### src/rtl/cdr_lock_ctrl.sv
// cdr_lock_ctrl: CDR charge-pump lock sequencer (IDLE/ACQ/TRACK/LOST) driven by windowed up/down imbalance.
// Optional macro CDR_LOCK_STATS_EN adds an 8-bit saturating lock_loss_cnt output.
module cdr_lock_ctrl #(
    parameter int WIN_LEN       = 64,
    parameter int CNT_W         = 8,
    parameter int LOCK_THRESH   = 4,
    parameter int LOCK_WINDOWS  = 4,
    parameter int UNLOCK_THRESH = 16,
    parameter int ICP_W         = 4,
    parameter int ICP_ACQ       = 12,
    parameter int ICP_TRK       = 3
) (
    input  logic                    refclk,
    input  logic                    rst_n,
    input  logic                    enable,
    input  logic                    up,
    input  logic                    down,
`ifdef CDR_LOCK_STATS_EN
    output logic [7:0]              lock_loss_cnt,
`endif
    output logic                    cp_en,
    output logic [ICP_W-1:0]        icp_code,
    output logic                    locked,
    output logic [1:0]              state,
    output logic signed [CNT_W:0]   win_diff
);
    localparam int WIN_W  = $clog2(WIN_LEN);
    localparam int GOOD_W = $clog2(LOCK_WINDOWS + 1);

    typedef enum logic [1:0] {IDLE, ACQ, TRACK, LOST} state_t;

    state_t                r_state, w_next;
    logic [WIN_W-1:0]      r_win_cnt;
    logic [CNT_W-1:0]      r_up_cnt, r_dn_cnt, w_up_sum, w_dn_sum;
    logic [GOOD_W-1:0]     r_good_cnt, w_good_nxt;
    logic signed [CNT_W:0] w_diff;
    logic [CNT_W:0]        w_abs;
    logic                  w_win_end, w_good, w_lost, w_clr;

    // Sums include this cycle's pulses so the window-end diff covers all WIN_LEN cycles.
    assign w_up_sum  = (&r_up_cnt) ? r_up_cnt : r_up_cnt + CNT_W'(up);
    assign w_dn_sum  = (&r_dn_cnt) ? r_dn_cnt : r_dn_cnt + CNT_W'(down);
    assign w_diff    = $signed({1'b0, w_up_sum}) - $signed({1'b0, w_dn_sum});
    assign w_abs     = w_diff[CNT_W] ? $unsigned(-w_diff) : $unsigned(w_diff);
    assign w_good    = w_abs <= (CNT_W+1)'(LOCK_THRESH);
    assign w_lost    = w_abs > (CNT_W+1)'(UNLOCK_THRESH);
    assign w_win_end = (r_state != IDLE) && (r_win_cnt == WIN_W'(WIN_LEN - 1));
    assign w_clr     = (r_state == IDLE) || w_win_end || (w_next != r_state);
    assign state     = r_state;

    always_comb begin
        w_next     = r_state;
        w_good_nxt = r_good_cnt;
        if (!enable) begin
            w_next     = IDLE;
            w_good_nxt = '0;
        end else begin
            case (r_state)
                IDLE:  w_next = ACQ;
                ACQ: begin
                    if (w_win_end) begin
                        w_good_nxt = w_good ? r_good_cnt + 1'b1 : '0;
                        if (w_good && r_good_cnt == GOOD_W'(LOCK_WINDOWS - 1)) begin
                            w_next     = TRACK;
                            w_good_nxt = '0;
                        end
                    end
                end
                TRACK: w_next = (w_win_end && w_lost) ? LOST : TRACK;
                LOST:  w_next = w_win_end ? ACQ : LOST;
                default: w_next = IDLE;
            endcase
        end
    end

    // Outputs decode the next state so they stay aligned with the registered state.
    always_ff @(posedge refclk or negedge rst_n) begin
        if (!rst_n) begin
            r_state    <= IDLE;
            r_good_cnt <= '0;
            r_win_cnt  <= '0;
            r_up_cnt   <= '0;
            r_dn_cnt   <= '0;
            cp_en      <= 1'b0;
            icp_code   <= '0;
            locked     <= 1'b0;
            win_diff   <= '0;
        end else begin
            r_state    <= w_next;
            r_good_cnt <= w_good_nxt;
            r_win_cnt  <= w_clr ? '0 : r_win_cnt + 1'b1;
            r_up_cnt   <= w_clr ? '0 : w_up_sum;
            r_dn_cnt   <= w_clr ? '0 : w_dn_sum;
            cp_en      <= w_next != IDLE;
            icp_code   <= w_next == TRACK ? ICP_W'(ICP_TRK) : w_next == IDLE ? '0 : ICP_W'(ICP_ACQ);
            locked     <= w_next == TRACK;
            if (w_win_end)
                win_diff <= w_diff;
        end
    end

`ifdef CDR_LOCK_STATS_EN
    always_ff @(posedge refclk or negedge rst_n) begin
        if (!rst_n)
            lock_loss_cnt <= '0;
        else if (r_state == TRACK && w_next == LOST && lock_loss_cnt != 8'hFF)
            lock_loss_cnt <= lock_loss_cnt + 8'd1;
    end
`endif
endmodule

### config.mk
export PLATFORM = sky130hd
export DESIGN_NAME = cdr_lock_ctrl
export DESIGN_NICKNAME = d
export VERILOG_FILES = /design/src/rtl/cdr_lock_ctrl.sv
export SDC_FILE = /design/constraint.sdc
export NUM_CORES = 1
export LEC_CHECK = 0
export ABC_CLOCK_PERIOD_IN_PS = 4100
export BUFFER_PORTS_ARGS = -buffer_cell sky130_fd_sc_hd__buf_4
export CORE_MARGIN = 10
export CORE_UTILIZATION = 52
export CTS_BUF_LIST = sky130_fd_sc_hd__clkbuf_16
export CTS_CLUSTER_DIAMETER = 120
export CTS_CLUSTER_SIZE = 14
export DETAILED_ROUTE_END_ITERATION = 12
export PLACE_DENSITY = 0.82
export SETUP_SLACK_MARGIN = 0.15
export SYNTH_ARGS = -nofsm -noshare
export SYNTH_HDL_FRONTEND = slang
export SYNTH_SLANG_ARGS = --single-unit
### constraint.sdc
create_clock -name refclk -period 4.1 [get_ports refclk]
set_input_delay 0.205 -clock refclk [delete_from_list [all_inputs] [get_ports refclk]]
set_output_delay 0.205 -clock refclk [all_outputs]
set_load 0.01 [all_outputs]
==> run metrics <==
CP Capture Type flop; Avg Inst Size Synth 9.662 um2; detailed-route wire length 5.974 mm; pre-CTS setup slack 0.6280 ns; reg2reg end r_good_cnt[0]; Rows 26; number of global-route vias before repair 2,170; # diodes 0; final net count 318; Clk pin slew, worst setup/hold paths 0.05 ns; WP data required 4.30 ns; WHS Path Cells 1; input/output buffers 21; most frequent cells in the layout dfrtp_1, nor2_1, buf_4, nand2_1; Syn Inst Count 284; power per cell area 296.7 nW/um2; Worst Tran Pin Value 0.9100 ns; Yosys reg bits 38; total chip power 907.6 uW; Synth Area in Compound Gates 22.21%; Top FF cell, synth dfrtp_1; synthesized area 2744 um2; GRT Overall Usage 14.57%; slew margin rel. 38.93%; largest net degree at the start of global routing 39; status finished clean; Tmin final 3.557 ns; total CTS buffers 5; clock buffer depth 2; grt ovf 0; Seq. cell area 950.9 um2; Clock Tree Root clkbuf_16; largest family of logic cells by synthesized area simple AND/OR/NAND/NOR gates; die height 92.64 um; wire per inst 16.10 um; unrepaired setup endpoints after global routing false; WHS Endpoint cp_en; yosys warns 0; global-route wire length before repair 10.34 mm; dpl hpwl 4.597 mm; post-route DRC violation count 0; TritonRoute pass-1 iters 4; crit share post-route 86.75%; Synth Area in Adders 6.293%; layout cells sized above 1 23.59%; Min-Delay Path Class input pin to flop; Mapped Nets 301; final cell count without fillers 371; initial antenna violation count 0; setup TNS 0 ns; # fillers 427; routed vias 2,197; Post-synth EDFFs 0; vias per cell 5.922; DRT iter0 DRCs 177; Cell variety after synth 79; multi-input logic area 1683 um2; kind of critical path flop to flop; clock latency at the later pin of the worst-skew pair 0.27 ns; Resize count post-CTS 0; post-synthesis simple-gate area fraction 22.89%; final count of hold timing violations 0; leakage power 0.001387 uW; crit path launch type flop; Clock Skew 0.003093 ns; CTS sink count 38; Layout area overhead 11.49%; H-tree levels 2; CTS tree done; placed cells 363; max-slew violations 0; Fin Hold WS 0.1214 ns; FF-to-FF Start r_up_cnt[1]; sequential share of the synthesized area 34.66%; proportion of synthesized area in mux cells 3.101%; Die W 92.64 um; final critical-path setup slack 0.5432 ns; async set-reset flop share out of synthesis 100.0%; Final setup viols 0; Worst Reg-to-Reg Cells 14; postcts setup bufs 0; ANT nets after route 0; HP Start enable; number of I/O pins 22; RD Place Congestion 0.8566; worst reg-to-reg setup slack 0.54 ns; worst-path maximum fanout 6; XOR/XNOR share of the synthesized area 6.840%; Max VDD drop 0.2831 mV; leading cell type in the layout, fill and taps excluded dfrtp_1; CP arrival 3.76 ns; Max Fclk 281.2 MHz; DIE AREA 8582 um2; maxcap violations 0; Starting Density 53.72%; Core ar. 5107 um2
cell families (layout without fill, tap and decap cells):
family,count (synthesis),count (layout)
adder cells (fa/ha/maj),14,14
buffers and inverters,21,38
AO/OA/AOI/OAI,74,74
flip-flops,38,38
XOR/XNOR,15,15
multiplexers,8,8
AND/OR/NAND/NOR,114,114
worst max path at each step:
stage / slack [ns] / depth (start not counted) / from / endpoint
2_1_floorplan: 0.91 / 14 / r_up_cnt[1] / r_good_cnt[0]
5_1_grt: 0.29 / 14 / r_up_cnt[1] / r_good_cnt[0]
3_3_place_gp: 0.75 / 14 / r_up_cnt[1] / r_good_cnt[2]
6_report: 0.54 / 14 / r_up_cnt[1] / r_good_cnt[0]
3_5_place_dp: 0.63 / 14 / r_up_cnt[1] / r_good_cnt[0]
4_1_cts: 0.56 / 14 / r_up_cnt[1] / r_good_cnt[0]
metrics by stage:
stage	cell area, um2	utilization (%)
2_1_floorplan	2744	-
3_3_place_gp	2917	57.10
3_5_place_dp	2917	57.10
4_1_cts	3059	59.90
5_1_grt	3059	59.90
6_report	3059	59.90
worst max-delay path: stages (launching register included):
cell	delay [ns]
dfrtp_1	0.45
nand3_2	0.15
nor3_2	0.38
nor2_1	0.12
ha_1	0.24
inv_1	0.07
ha_1	0.24
inv_1	0.09
ha_1	0.23
or2b_2	0.32
a2111o_2	0.45
o31ai_4	0.08
nand2_2	0.11
or4_1	0.41
o21ai_1	0.13
synthesized netlist by cell type, types with 3 or more instances:
library cell	n	share of area, %
o211ai_1	3	0.82
o31ai_1	3	0.82
inv_1	8	1.1
and2_1	4	0.91
nor2b_1	3	0.68
a211oi_2	3	1.4
o21ai_0	11	2.0
a211oi_1	3	0.82
nand2_2	3	0.68
a21oi_1	8	1.5
and4_1	5	1.6
clkbuf_1	5	0.68
xnor2_1	10	3.2
dfrtp_1	38	35
nand2_1	21	2.9
or4_1	3	0.82
nor2_1	30	4.1
ha_1	12	5.5
o21a_1	3	0.82
nand4_1	4	0.91
a31oi_1	3	0.68
mux2i_1	4	1.5
nand3_1	12	2.2
nand2b_1	3	0.68
a21o_2	3	0.96
and3_1	4	0.91
o21ai_1	4	0.73
buf_4	6	1.6
mux2_2	4	1.6
area by class of cell:
| cell class | instances | area share [%] |
|---|---|---|
| Clock buffer | 5 | 4.090 |
| Clock inverter | 2 | 0.2454 |
| Multi-Input combinational cell | 225 | 55.01 |
| Sequential cell | 38 | 31.08 |
| Tap cell | 70 | 2.863 |
| Inverter | 8 | 0.9816 |
| Timing Repair Buffer | 23 | 5.726 |
flip-flops by register name (all words and copies together) (netlist names):
register    flops
r_good_cnt      3
r_up_cnt        8
win_diff        9
icp_code        1
state           2
r_dn_cnt        8
cp_en           1
r_win_cnt       6
layer usage:
metal  vias up  routed length [um]  global-route usage [%]
met4         0                  44                   3.085
met3         5                 260                   3.067
met5         -                   0                       0
met2        47                2928                   25.24
li1       1086                   -                       -
met1      1059                2741                   18.20
power by group:
part	switching (uW)	total [uW]	internal, uW
clock	133	350	217
combinational	102	175	72.2
sequential	4.02	383	379
total	240	908	668
repair_timing:
item,in CTS,in global routing
endpoints found under the setup margin,0,0
hold buffers,1,0
hold endpoints to repair,38,0
(Power assumes the default switching activity.)
